**src/rtl/alu_pkg.sv**
```systemverilog
// Shared ALU-side types and constants, including the iterative mul/div sequencer state.
package alu_pkg;

    localparam int unsigned MULDIV_WIDTH = 16;

    typedef enum logic [1:0] {
        IDLE  = 2'd0,
        RUN   = 2'd1,
        FIXUP = 2'd2,
        DONE  = 2'd3
    } muldiv_state_e;

endpackage

```
**src/rtl/muldiv_step.sv**
```systemverilog
// One iteration of the magnitude datapath: shift-add for multiply, restoring
// shift-subtract for divide. The quotient bit lands in acc_o[0].
module muldiv_step
    import alu_pkg::*;
#(
    parameter int unsigned WIDTH = MULDIV_WIDTH
) (
    input  logic                 op_div_i,
    input  logic [2*WIDTH:0]     acc_i,
    input  logic [WIDTH:0]       operand_i,
    output logic [2*WIDTH:0]     acc_o
);

    localparam int unsigned AW = 2 * WIDTH + 1;

    logic [WIDTH+1:0] sum;
    logic [WIDTH+1:0] diff;
    logic [AW-1:0]    shl;

    always_comb begin : step
        sum  = {1'b0, acc_i[AW-1:WIDTH]} + (acc_i[0] ? {1'b0, operand_i} : '0);
        shl  = {acc_i[AW-2:0], 1'b0};
        diff = {1'b0, shl[AW-1:WIDTH]} - {1'b0, operand_i};
        if (op_div_i) begin
            // Keep the trial subtraction only when the partial remainder stays non-negative
            if (!diff[WIDTH+1]) begin
                acc_o = {diff[WIDTH:0], shl[WIDTH-1:1], 1'b1};
            end else begin
                acc_o = shl;
            end
        end else begin
            acc_o = {sum, acc_i[WIDTH-1:1]};
        end
    end

endmodule

```
**src/rtl/muldiv_sequencer.sv**
```systemverilog
// Iterative signed multiply/divide sequencer beside the EX ALU: stalls the pipe
// while running and returns registered results plus div0/overflow flags.
module muldiv_sequencer
    import alu_pkg::*;
#(
    parameter int unsigned WIDTH = MULDIV_WIDTH
) (
    input  logic             clk,
    input  logic             rst,
    input  logic             start,
    input  logic             op_div,
    input  logic             flush,
    input  logic [WIDTH-1:0] a,
    input  logic [WIDTH-1:0] b,
    output logic             stall,
    output logic             busy,
    output logic             done,
    output logic [WIDTH-1:0] result_lo,
    output logic [WIDTH-1:0] result_hi,
    output logic             div0,
    output logic             overflow
);

    localparam int unsigned CW = $clog2(WIDTH) + 1;
    localparam int unsigned AW = 2 * WIDTH + 1;

    muldiv_state_e    state_q, state_d;
    logic [CW-1:0]    count_q, count_d;
    logic [AW-1:0]    acc_q, acc_d, step_acc;
    logic [WIDTH:0]   operand_q, operand_d;
    logic             op_div_q, op_div_d;
    logic             neg_res_q, neg_res_d;
    logic             neg_rem_q, neg_rem_d;
    logic [WIDTH-1:0] result_lo_q, result_lo_d;
    logic [WIDTH-1:0] result_hi_q, result_hi_d;
    logic             div0_q, div0_d;
    logic             overflow_q, overflow_d;

    logic             idle_or_done, accept, last_step, b_zero;
    logic [WIDTH:0]   a_ext, b_ext, mag_a, mag_b;
    logic [2*WIDTH-1:0] prod_mag, prod;
    logic [WIDTH-1:0] quot, rem;
    logic             mul_ovf, div_ovf;

    // Operand magnitudes are WIDTH+1 bits so |MIN| is representable
    always_comb begin : operand_prep
        idle_or_done = (state_q == IDLE) || (state_q == DONE);
        accept       = start && !flush && idle_or_done;
        last_step    = (count_q == CW'(WIDTH - 1));
        b_zero       = (b == '0);
        a_ext        = {a[WIDTH-1], a};
        b_ext        = {b[WIDTH-1], b};
        mag_a        = a[WIDTH-1] ? -a_ext : a_ext;
        mag_b        = b[WIDTH-1] ? -b_ext : b_ext;
    end

    // Sign application and overflow detection for the FIXUP cycle
    always_comb begin : fixup_calc
        prod_mag = acc_q[2*WIDTH-1:0];
        prod     = neg_res_q ? -prod_mag : prod_mag;
        quot     = neg_res_q ? -acc_q[WIDTH-1:0] : acc_q[WIDTH-1:0];
        rem      = neg_rem_q ? -acc_q[2*WIDTH-1:WIDTH] : acc_q[2*WIDTH-1:WIDTH];
        mul_ovf  = acc_q[AW-1]
                 || !((&prod[2*WIDTH-1:WIDTH-1]) || !(|prod[2*WIDTH-1:WIDTH-1]));
        // Only MIN / -1 yields a positive quotient magnitude of 2^(WIDTH-1)
        div_ovf  = !neg_res_q && acc_q[WIDTH-1];
    end

    muldiv_step #(.WIDTH(WIDTH)) u_step (
        .op_div_i  (op_div_q),
        .acc_i     (acc_q),
        .operand_i (operand_q),
        .acc_o     (step_acc)
    );

    always_ff @(posedge clk or posedge rst) begin : state_reg
        if (rst) begin
            state_q <= IDLE;
        end else begin
            state_q <= state_d;
        end
    end

    always_comb begin : next_state
        state_d = state_q;
        if (flush) begin
            state_d = IDLE;
        end else begin
            case (state_q)
                IDLE, DONE: begin
                    if (start) begin
                        state_d = (op_div && b_zero) ? DONE : RUN;
                    end else begin
                        state_d = IDLE;
                    end
                end
                RUN:     if (last_step) state_d = FIXUP;
                FIXUP:   state_d = DONE;
                default: state_d = IDLE;
            endcase
        end
    end

    always_comb begin : outputs
        busy      = (state_q == RUN) || (state_q == FIXUP);
        done      = (state_q == DONE);
        stall     = busy || (start && idle_or_done);
        result_lo = result_lo_q;
        result_hi = result_hi_q;
        div0      = div0_q;
        overflow  = overflow_q;
    end

    always_comb begin : datapath_next
        count_d     = count_q;
        acc_d       = acc_q;
        operand_d   = operand_q;
        op_div_d    = op_div_q;
        neg_res_d   = neg_res_q;
        neg_rem_d   = neg_rem_q;
        result_lo_d = result_lo_q;
        result_hi_d = result_hi_q;
        div0_d      = div0_q;
        overflow_d  = overflow_q;
        if (accept) begin
            op_div_d  = op_div;
            neg_res_d = a[WIDTH-1] ^ b[WIDTH-1];
            neg_rem_d = a[WIDTH-1];
            operand_d = op_div ? mag_b : mag_a;
            acc_d     = {{(WIDTH+1){1'b0}}, (op_div ? mag_a[WIDTH-1:0] : mag_b[WIDTH-1:0])};
            count_d   = '0;
            if (op_div && b_zero) begin
                result_lo_d = '0;
                result_hi_d = '0;
                div0_d      = 1'b1;
                overflow_d  = 1'b0;
            end
        end else if (!flush && state_q == RUN) begin
            acc_d   = step_acc;
            count_d = count_q + CW'(1);
        end else if (!flush && state_q == FIXUP) begin
            result_lo_d = op_div_q ? quot : prod[WIDTH-1:0];
            result_hi_d = op_div_q ? rem : prod[2*WIDTH-1:WIDTH];
            div0_d      = 1'b0;
            overflow_d  = op_div_q ? div_ovf : mul_ovf;
        end
    end

    always_ff @(posedge clk or posedge rst) begin : datapath_reg
        if (rst) begin
            count_q     <= '0;
            acc_q       <= '0;
            operand_q   <= '0;
            op_div_q    <= 1'b0;
            neg_res_q   <= 1'b0;
            neg_rem_q   <= 1'b0;
            result_lo_q <= '0;
            result_hi_q <= '0;
            div0_q      <= 1'b0;
            overflow_q  <= 1'b0;
        end else begin
            count_q     <= count_d;
            acc_q       <= acc_d;
            operand_q   <= operand_d;
            op_div_q    <= op_div_d;
            neg_res_q   <= neg_res_d;
            neg_rem_q   <= neg_rem_d;
            result_lo_q <= result_lo_d;
            result_hi_q <= result_hi_d;
            div0_q      <= div0_d;
            overflow_q  <= overflow_d;
        end
    end

endmodule

```
**config.mk**
```make
export PLATFORM = sky130hd
export DESIGN_NAME = muldiv_sequencer
export DESIGN_NICKNAME = d
export VERILOG_FILES = /design/src/rtl/alu_pkg.sv /design/src/rtl/muldiv_step.sv /design/src/rtl/muldiv_sequencer.sv
export SDC_FILE = /design/constraint.sdc
export NUM_CORES = 1
export LEC_CHECK = 0
export CORE_MARGIN = 4
export CORE_UTILIZATION = 39
export CTS_CLUSTER_DIAMETER = 100
export DETAILED_ROUTE_END_ITERATION = 16
export PLACE_DENSITY = 0.55
export SLEW_MARGIN = 20
export SYNTH_ARGS = -nofsm -noshare
export SYNTH_HDL_FRONTEND = slang
export SYNTH_SLANG_ARGS = --single-unit
```
**constraint.sdc**
```tcl
create_clock -name clk -period 3.4 [get_ports clk]
set_clock_uncertainty 0.05 [all_clocks]
set_input_delay 0.51 -clock clk [delete_from_list [all_inputs] [get_ports clk]]
set_output_delay 0.51 -clock clk [all_outputs]
set_load 0.02 [all_outputs]
```
==> impl_metrics.yaml <==
synthesis:
  synth-xor-area-share_pct: 9.85
  synthesis.area_mm2: 0.00791
  synth_edf_count: 0
  synth.area.top_cells: "dfrtp_1, ha_1, nand2_1, xor2_1, o21ai_0"
  synthAdderAreaFrac_pct: 7.31
  yosysWarnings: 0
  syn_avg_cell_area_um2: 8.08
  synth-simple-area-share_pct: 19.5
  synthMuxAreaShare_pct: 5.08
  yosysSeqAreaShare_pct: 29.7
  synth_top_flop_cell: "dfrtp_1"
  syn-num-nets: 1061
  yosysTopAreaCell: "dfrtp_1"
  yosys_register_bits: 94
  synth_compound_area_share_pct: 23.5
  syn_inst: 979
  yosysTopAreaCellShare_pct: 29.7
  synth_top_family_by_area: "compound AO/OA/AOI/OAI gates"
  synthArstFlopShare_pct: 100
  ys_types: 71
setup_path:
  crit_type: "reg2reg"
  reg2reg_from: "acc_q[0]"
  end_kind: "flop"
  crit_required_ps: 3610
  rrSetupSlack_ps: 320
  r2r-end: "overflow"
  crit_path_start: "acc_q[0]"
  path_max_fanout: 5
  cp-start-kind: "flop"
  crit_arrival_ps: 3300
  rr_worst_depth: 10
drt:
  ant_nets: 0
  totalWireLength_um: 23200
  viasPerCell: 5.58
  post_drt_wl_per_cell_um: 17.7
  dr_total_vias: 7325
  drt_iter0_markers: 555
  drt-pass1-iter-count: 6
  drc: 0
clocking:
  htreeDepth: 3
  clockBufferDepth: 2
  clk_pin_slew_ps: 70
  cts-resized-gates: 0
  cts_root_buf: "clkbuf_16"
  post-cts-setup-buffers: 0
  clock_latency_ps: 360
  cts_inserted_buffers: 9
  ctsHoldBuffers: 0
  clock_sinks: 94
  tritoncts: "done"
finish:
  final_layout_size_suffix_gt1_share_pct: 8.12
  fin_util_pct: 47.5
  n_fill_cell: 1997
  final_common_cell: "nand2_1"
  antenna_cells: 0
  final_cell_mix: "nand2_1, dfrtp_1, nor2_1"
  syn2layout_area_growth_pct: 18.5
  fin_area_mm2: 0.00937
  nets: 1124
global_routing:
  grt_pass1_wl_um: 37400
  antenna_found_initial: 0
  track_usage_pct: 20.9
  grt_max_degree: 62
  grt_pass1_vias: 6928
  grt.overflow.total: 0
sta:
  worst_pin_slew_ps: 826
  finalCritPeriodShare_pct: 90.7
  finalCriticalPeriod_ps: 3080
  rsz0062_at_grt: "no"
  maxSlewHeadroom_pct: 44.9
  tns_ps: 0
  slew_viol_final: 0
  setup_viol: 0
  hold_violations: 0
  max_freq_mhz: 324
pwr:
  leakage_nw: 4.19
  powerDensity_mw_per_mm2: 873
  vdd_drop_max_uv: 321
placed_design:
  io_buffers: 73
  gp_congestion: 0.913
  post_dp_cell_area_mm2: 0.00907
  dp_hpwl_um: 17700
floorplan:
  fp.dieH_um: 150
  io_pins: 74
  num_rows: 51
  floorplan.initialDensity_pct: 40.1
  dieArea_mm2: 0.0226
  core_area_mm2: 0.0197
  floorplan.die.width_um: 150
worst_hold_path:
  whs_path_depth: 2
  hold_end: "result_hi[12]"
  hp-start: "result_hi[12]"
  hold_class: "reg2reg"
run:
  cap_violations: 0
outcome:
  status: "finished clean"
worst max-delay path: stages, from the launching register on:
cell      delay, ps
dfrtp_1         470
clkinv_1        140
ha_1            200
nor2b_1         210
nand4_2         200
or4b_1          640
mux2_4          340
a32o_1          270
o21ai_1         100
and4b_1         220
a311oi_2        170
kinds of logic (layout without fill, tap and decap cells):
| logic type | after synthesis | after routing |
|---|---|---|
| AOI/OAI and AO/OA | 285 | 285 |
| xor gates and xnor gates | 89 | 89 |
| adders and majority gates | 45 | 45 |
| buffers and inverters | 102 | 170 |
| DFF | 94 | 94 |
| muxes | 39 | 39 |
| and+or+nand+nor | 325 | 325 |
layout make-up:
type,count,area (um^2),share of cell area [%]
Clock buffer,9,225,2.40
Clock inverter,7,73.8,0.788
Tap cell,265,332,3.54
Timing Repair Buffer,116,1080,11.5
Sequential cell,94,2350,25.1
Inverter,38,145,1.55
Multi-Input combinational cell,783,5170,55.1
where the power goes:
group | leakage, nW | total (mW) | switching, mW | internal [mW]
Sequential | 1.22 | 2.09 | 0.546 | 1.55
Clock | 0.141 | 1.04 | 0.523 | 0.522
Combinational | 2.83 | 5.04 | 2.86 | 2.18
per-layer routing:
layer | global-route usage (%) | vias up | wire [um]
met5 | 0 | - | 0
met4 | 5.08 | 0 | 362
met3 | 2.26 | 30 | 1300
met2 | 32.1 | 217 | 10300
met1 | 31.3 | 3424 | 11200
li1 | - | 3654 | -
state kept, by name, indices dropped and copies added, names as in the netlist, 2 cells and up:
register,cells
acc_q,33
operand_q,17
count_q,5
state_q,2
result_lo,16
result_hi,16
synthesized netlist by cell type (3+ instances only):
cell type and instances:
xnor2_1 42, a22oi_1 14, o2111ai_1 3, o21a_1 10, buf_1 8, o21ai_0 80, inv_1 36, clkbuf_1 47
nand3b_1 4, nor4_1 3, o21ai_1 19, nand2_1 127, ha_1 43, mux2i_1 33, o22ai_1 4, xor2_1 47
o31a_1 3, a31oi_1 11, and3_1 5, nand2b_1 9, o41ai_1 13, nand3_1 14, a21o_1 9, nor2_1 82
or2_1 3, nor3_1 22, or2_2 5, mux2_2 4, nand4_1 6, o221ai_1 14, a21oi_1 45, buf_2 8
nor2b_1 13, o211ai_1 9, or3_1 10, nor3_2 3, a22o_1 6, or4_1 5, a211oi_1 5, o31ai_1 20
dfrtp_1 94
metrics by stage:
step | hold slack (ps) | power (mW) | setup WS (ps) | cells
floorplan | 400 | 5.56 | 271 | 979
global placement | 411 | 7.11 | 76.8 | 1296
detailed placement | 418 | 7.14 | 27.3 | 1296
CTS | 437 | 8.20 | 296 | 1312
global route | 458 | 8.91 | 63.1 | 1312
finish | 429 | 8.18 | 316 | 1312
worst max-delay path by stage:
| stage | end | depth (start not counted) |
|---|---|---|
| finish | overflow | 10 |
| global route | overflow | 8 |
| CTS | overflow | 10 |
| detailed placement | overflow | 10 |
| global placement | overflow | 10 |
| floorplan | overflow | 12 |
Power figures use the tool's default switching activity.
